[config.mk]
export PLATFORM = sky130hd
export DESIGN_NAME = rv_multicycle_ctrl_v2
export DESIGN_NICKNAME = d
export VERILOG_FILES = /design/src/rtl/rv_multicycle_ctrl_v2.sv
export SDC_FILE = /design/constraint.sdc
export NUM_CORES = 1
export LEC_CHECK = 0
export BUFFER_PORTS_ARGS = -buffer_cell sky130_fd_sc_hd__clkbuf_2
export CORE_ASPECT_RATIO = 0.8
export CORE_MARGIN = 10
export CORE_UTILIZATION = 53
export CTS_CLUSTER_DIAMETER = 50
export DETAILED_ROUTE_END_ITERATION = 10
export HOLD_SLACK_MARGIN = 0.15
export PLACE_DENSITY = 0.84
export REMOVE_ABC_BUFFERS = 1
export SKIP_CTS_REPAIR_TIMING = 1
export SYNTH_ARGS = -nofsm -noshare
export SYNTH_HDL_FRONTEND = slang
export SYNTH_SLANG_ARGS = --single-unit
[constraint.sdc]
create_clock -name CLK -period 3.7 [get_ports CLK]
set_input_delay 0 -clock CLK [delete_from_list [all_inputs] [get_ports CLK]]
set_output_delay 0 -clock CLK [all_outputs]
set_load 0.02 [all_outputs]
[src/rtl/rv_multicycle_ctrl_v2.sv]
// rv_multicycle_ctrl_v2: multicycle RV32I control FSM with memory handshakes, optional MUL/DIV wait, trap/halt and retire counter
module rv_multicycle_ctrl_v2 #(
   parameter bit MEM_HANDSHAKE = 1'b1,
   parameter bit ENABLE_MULDIV = 1'b0,
   parameter bit TRAP_HALT     = 1'b0,
   parameter int CNT_W         = 32
) (
   input  logic             CLK,
   input  logic             RSTn,
   input  logic [6:0]       opcode,
   input  logic [2:0]       funct3,
   input  logic [6:0]       funct7,
   input  logic             mem_ready,
   input  logic             md_done,
   output logic             PCWrite,
   output logic             IRWrite,
   output logic             MemRead,
   output logic             MemWrite,
   output logic             MemtoReg,
   output logic             RegWrite,
   output logic             RegDst,
   output logic             ALUSrc1,
   output logic             ALUSrc2,
   output logic             Branch,
   output logic             Jump,
   output logic             JALorJALR,
   output logic [6:0]       ALUOp,
   output logic [3:0]       BE,
   output logic [2:0]       Concat_control,
   output logic             md_start,
   output logic             trap,
   output logic             halted,
   output logic [CNT_W-1:0] retired,
   output logic [4:0]       state
);
   typedef enum logic [4:0] {
      FETCH, DECODE, MEM_ADDR, MEM_RD, MEM_WB, MEM_WR, R_EX, I_EX, ALU_WB,
      MD_EX, BR_EX, JAL_EX, JALR_EX, JMP_WB, U_EX, U_WB, TRAP, HALT
   } state_t;
   localparam logic [6:0] OP_LOAD  = 7'b0000011;
   localparam logic [6:0] OP_STORE = 7'b0100011;
   localparam logic [6:0] OP_R     = 7'b0110011;
   localparam logic [6:0] OP_BR    = 7'b1100011;
   localparam logic [6:0] OP_JAL   = 7'b1101111;
   localparam logic [6:0] OP_JALR  = 7'b1100111;
   localparam logic [6:0] OP_I     = 7'b0010011;
   localparam logic [6:0] OP_LUI   = 7'b0110111;
   localparam logic [6:0] OP_AUIPC = 7'b0010111;
   localparam logic [6:0] OP_SYS   = 7'b1110011;
   state_t     cur, nxt, dec;
   logic       rdy, md_busy, retire;
   logic [3:0] be_sz;
   assign rdy    = MEM_HANDSHAKE ? mem_ready : 1'b1;
   assign retire = (cur inside {MEM_WB, ALU_WB, BR_EX, JMP_WB, U_WB}) || (cur == MEM_WR && rdy);
   always_ff @(posedge CLK) begin
      if (RSTn) begin
         cur     <= FETCH;
         md_busy <= 1'b0;
         retired <= '0;
      end else begin
         cur     <= nxt;
         md_busy <= cur == MD_EX && nxt == MD_EX;
         retired <= retired + CNT_W'(retire);
      end
   end
   always_comb begin
      dec = TRAP;
      if (opcode == OP_LOAD && funct3 inside {3'b000, 3'b001, 3'b010, 3'b100, 3'b101}) dec = MEM_ADDR;
      else if (opcode == OP_STORE && funct3 inside {3'b000, 3'b001, 3'b010}) dec = MEM_ADDR;
      else if (opcode == OP_R) dec = funct7 == 7'b0000001 ? (ENABLE_MULDIV ? MD_EX : TRAP) : R_EX;
      else if (opcode == OP_BR) dec = BR_EX;
      else if (opcode == OP_JAL) dec = JAL_EX;
      else if (opcode == OP_JALR) dec = JALR_EX;
      else if (opcode == OP_I) dec = I_EX;
      else if (opcode == OP_LUI || opcode == OP_AUIPC) dec = U_EX;
      else if (opcode == OP_SYS) dec = HALT;
   end
   always_comb begin
      nxt = cur;
      case (cur)
         FETCH:                               nxt = rdy ? DECODE : FETCH;
         DECODE:                              nxt = dec;
         MEM_ADDR:                            nxt = opcode == OP_STORE ? MEM_WR : MEM_RD;
         MEM_RD:                              nxt = rdy ? MEM_WB : MEM_RD;
         MEM_WR:                              nxt = rdy ? FETCH : MEM_WR;
         R_EX, I_EX:                          nxt = ALU_WB;
         MD_EX:                               nxt = md_done ? ALU_WB : MD_EX;
         MEM_WB, ALU_WB, BR_EX, JMP_WB, U_WB: nxt = FETCH;
         JAL_EX, JALR_EX:                     nxt = JMP_WB;
         U_EX:                                nxt = U_WB;
         TRAP:                                nxt = TRAP_HALT ? HALT : FETCH;
         default:                             nxt = HALT;
      endcase
   end
   // access size comes from funct3[1:0]; the unsigned-load bit does not change it
   assign be_sz = funct3[1:0] == 2'b00 ? 4'b0001 : funct3[1:0] == 2'b01 ? 4'b0011 :
                  funct3[1:0] == 2'b10 ? 4'b1111 : 4'b0000;
   assign state     = cur;
   assign ALUOp     = opcode;
   assign PCWrite   = cur == FETCH && rdy;
   assign IRWrite   = PCWrite;
   assign MemRead   = cur == FETCH || cur == MEM_RD;
   assign MemWrite  = cur == MEM_WR;
   assign MemtoReg  = cur == MEM_WB;
   assign RegWrite  = cur inside {MEM_WB, ALU_WB, JMP_WB, U_WB};
   assign RegDst    = RegWrite;
   assign ALUSrc1   = cur inside {JAL_EX, U_EX};
   assign ALUSrc2   = cur inside {MEM_ADDR, I_EX, JAL_EX, JALR_EX, U_EX};
   assign Branch    = cur == BR_EX;
   assign Jump      = cur inside {JAL_EX, JALR_EX, JMP_WB};
   assign JALorJALR = cur == JALR_EX;
   assign BE        = cur inside {MEM_RD, MEM_WR} ? be_sz : 4'b0000;
   assign Concat_control = cur == MEM_ADDR ? (opcode == OP_STORE ? 3'b101 : 3'b011) :
                           cur == I_EX     ? (funct3[1:0] == 2'b01 ? 3'b110 : 3'b011) :
                           cur == BR_EX    ? 3'b100 :
                           cur == JAL_EX   ? 3'b010 :
                           cur == JALR_EX  ? 3'b011 :
                           cur == U_EX     ? 3'b001 : 3'b000;
   assign md_start  = cur == MD_EX && !md_busy;
   assign trap      = cur == TRAP;
   assign halted    = cur == HALT;
endmodule

==> metrics.yaml <==
first_iter_violations: 185
fin_util_pct: 65.2
hold_path_class: "input port to flop"
clock_path_buffers: 2
grt_pass1_wl_um: 11200
coreArea_um2: 4600
globalRouteOverflowTotal: 0
syn_avg_cell_area_um2: 7.86
final_max_slew_viol_count: 0
fin_skew_ps: 3.27
cts_tree: "built"
dr.pass1.iters: 4
slew_headroom_pct: 39.6
numCtsBuffers: 5
nFillCells: 397
ant_nets: 0
path_clk_slew_ps: 70
ctsHtreeMaxLevel: 2
yosysMostFrequentCell: "nor2_1"
diodes: 0
finalCriticalPeriod_ps: 3040
synth_top_flop_cell: "dfxtp_1"
synth_seq_area_share_pct: 30.2
syn2layout_area_growth_pct: 18.8
setup_tns_ps: 0
syn_inst: 321
p_per_area_nw_per_um2: 314
worstPathRequired_ps: 3920
antenna_found_initial: 0
yosys.area.top_type: "dfxtp_1"
grtUsageTotal_pct: 16.4
max-vdd-ir-drop_mv: 0.188
dieWidth_um: 97.1
routed_wl_um: 6820
pin_count: 87
vias_per_cell: 5.70
synth.top_cells.by_count: "nor2_1, dfxtp_1, nand2_1, nor3_1, clkbuf_1"
synth_top_area_share_pct: 30.2
insertion_delay_ps: 290
setup.worst_path.start_class: "flop"
wl_per_cell_um: 15.1
outcome: "completed"
die_area_um2: 7940
synth_cell_types: 52
yosysWarningCount: 0
worstSetupEndpointType: "flop"
die_y_um: 81.7
clkSinkCount: 38
dp.final_hpwl_um: 5150
hold_viol_final: 0
remaining_drc_errors: 0
cp_max_fo: 27
setup_viol: 0
clock.fmax_mhz: 329
arrival_ps: 3260
rsz0062_at_grt: "false"
rows: 22
fin_crit_sh_pct: 82.1
p_leak_nw: 1.41
synth-seq-cells: 38
ctsRootBufferMaster: "clkbuf_8"
routabilityCongestion: 0.874
grt_pass1_vias: 2429
nets: 416
io_buffers: 86
async_reset_ff_share_pct: 0
tightest_slew_ps: 904
start_util_pct: 54.9
drv_cap: 0
crit_type: "flop to flop"
syn_area_um2: 2520
vias: 2563
p_total_mw: 0.940
synth_edf_count: 0
grt_max_degree: 28
drive_gt1_share_pct: 28.2
synth_area_leaders: "dfxtp_1, nor2_1, xnor2_1, xor2_1, nor3_1"
[critical path, stage by stage, from the launching register on]
cell	delay [ps]
dfxtp_1	920
mux2_2	290
a22oi_1	60
nor2_1	130
ha_1	220
ha_1	200
and3_1	350
nand4_2	270
or3_1	370
a21oi_1	150
[state kept, by name (all words and copies together), names as in the netlist]
signal,count
state,5
md_busy,1
retired,32
[per-layer routing]
layer | wire length, um | GRT usage, % | vias up
met5 | 0 | 0 | -
li1 | - | - | 1269
met3 | 566 | 4.61 | 10
met4 | 94 | 6.47 | 0
met1 | 2950 | 19.3 | 1178
met2 | 3210 | 28.1 | 106
[per-stage QoR]
step                      hold WS, ps  setup slack (ps)  std cells  instance area [um2]
after CTS                        -113               699        449                 2990
after floorplan                     0               997        293                 2370
after global placement            191               889        441                 2900
after detailed placement          200               761        441                 2900
after global routing              161               386        450                 3000
final                             139               664        450                 3000
[placed cells by master (no fill, tap or decap), types with 4 or more instances in the layout]
master,synthesis,layout
nand4_1,7,7
or3_1,7,7
ha_1,6,6
nand3b_1,4,4
nor2b_1,12,12
a21o_1,6,6
dfxtp_1,38,38
inv_1,10,10
nor2_1,47,47
nand4_2,4,4
and3_1,11,11
nor3_1,16,16
nand3_1,11,11
xnor2_1,12,12
nand2_1,19,19
nand2b_1,4,4
o21ai_0,9,9
xor2_1,12,12
clkbuf_2,1,86
clkbuf_8,0,6
a21oi_1,12,12
[cells by family (layout without fill, tap and decap cells)]
kind of cell / count (synthesis) / count (layout) / share of synthesized area (%)
AOI/OAI and AO/OA: 51 / 51 / 13.8
xor gates and xnor gates: 24 / 24 / 8.33
adders and majority gates: 6 / 6 / 2.98
buffers and inverters: 38 / 107 / 7.34
DFF: 38 / 38 / 30.2
muxes: 2 / 2 / 0.893
and+or+nand+nor: 162 / 162 / 36.5
[where the power goes]
group	total, mW	switching (mW)	internal [mW]
combinational	0.196	0.119	0.0770
clock	0.294	0.143	0.150
sequential	0.450	0.0335	0.416
[path summary, 6_finish.rpt]
| kind | cells after the start | start | endpoint | slack [ps] |
|---|---|---|---|---|
| min | 3 | opcode[2] | state[2]$_SDFF_PP0_ | 140 |
| max reg2reg | 9 | state[0]$_SDFF_PP0_ | retired[16]$_SDFF_PP0_ | 660 |
| max | 9 | state[0]$_SDFF_PP0_ | retired[16]$_SDFF_PP0_ | 660 |
| min reg2reg | 2 | retired[31]$_SDFF_PP0_ | retired[31]$_SDFF_PP0_ | 490 |
[cell type report]
| type | count | area [um2] | area share, % |
|---|---|---|---|
| inverters | 10 | 37.5 | 1.25 |
| well taps | 60 | 75.1 | 2.51 |
| clock buffers | 7 | 86.3 | 2.88 |
| repair buffers | 89 | 455 | 15.2 |
| flip-flops and latches | 38 | 761 | 25.4 |
| multi-input cells | 245 | 1580 | 52.6 |
| clock inverters | 1 | 5.00 | 0.167 |
Power figures use the tool's default switching activity.
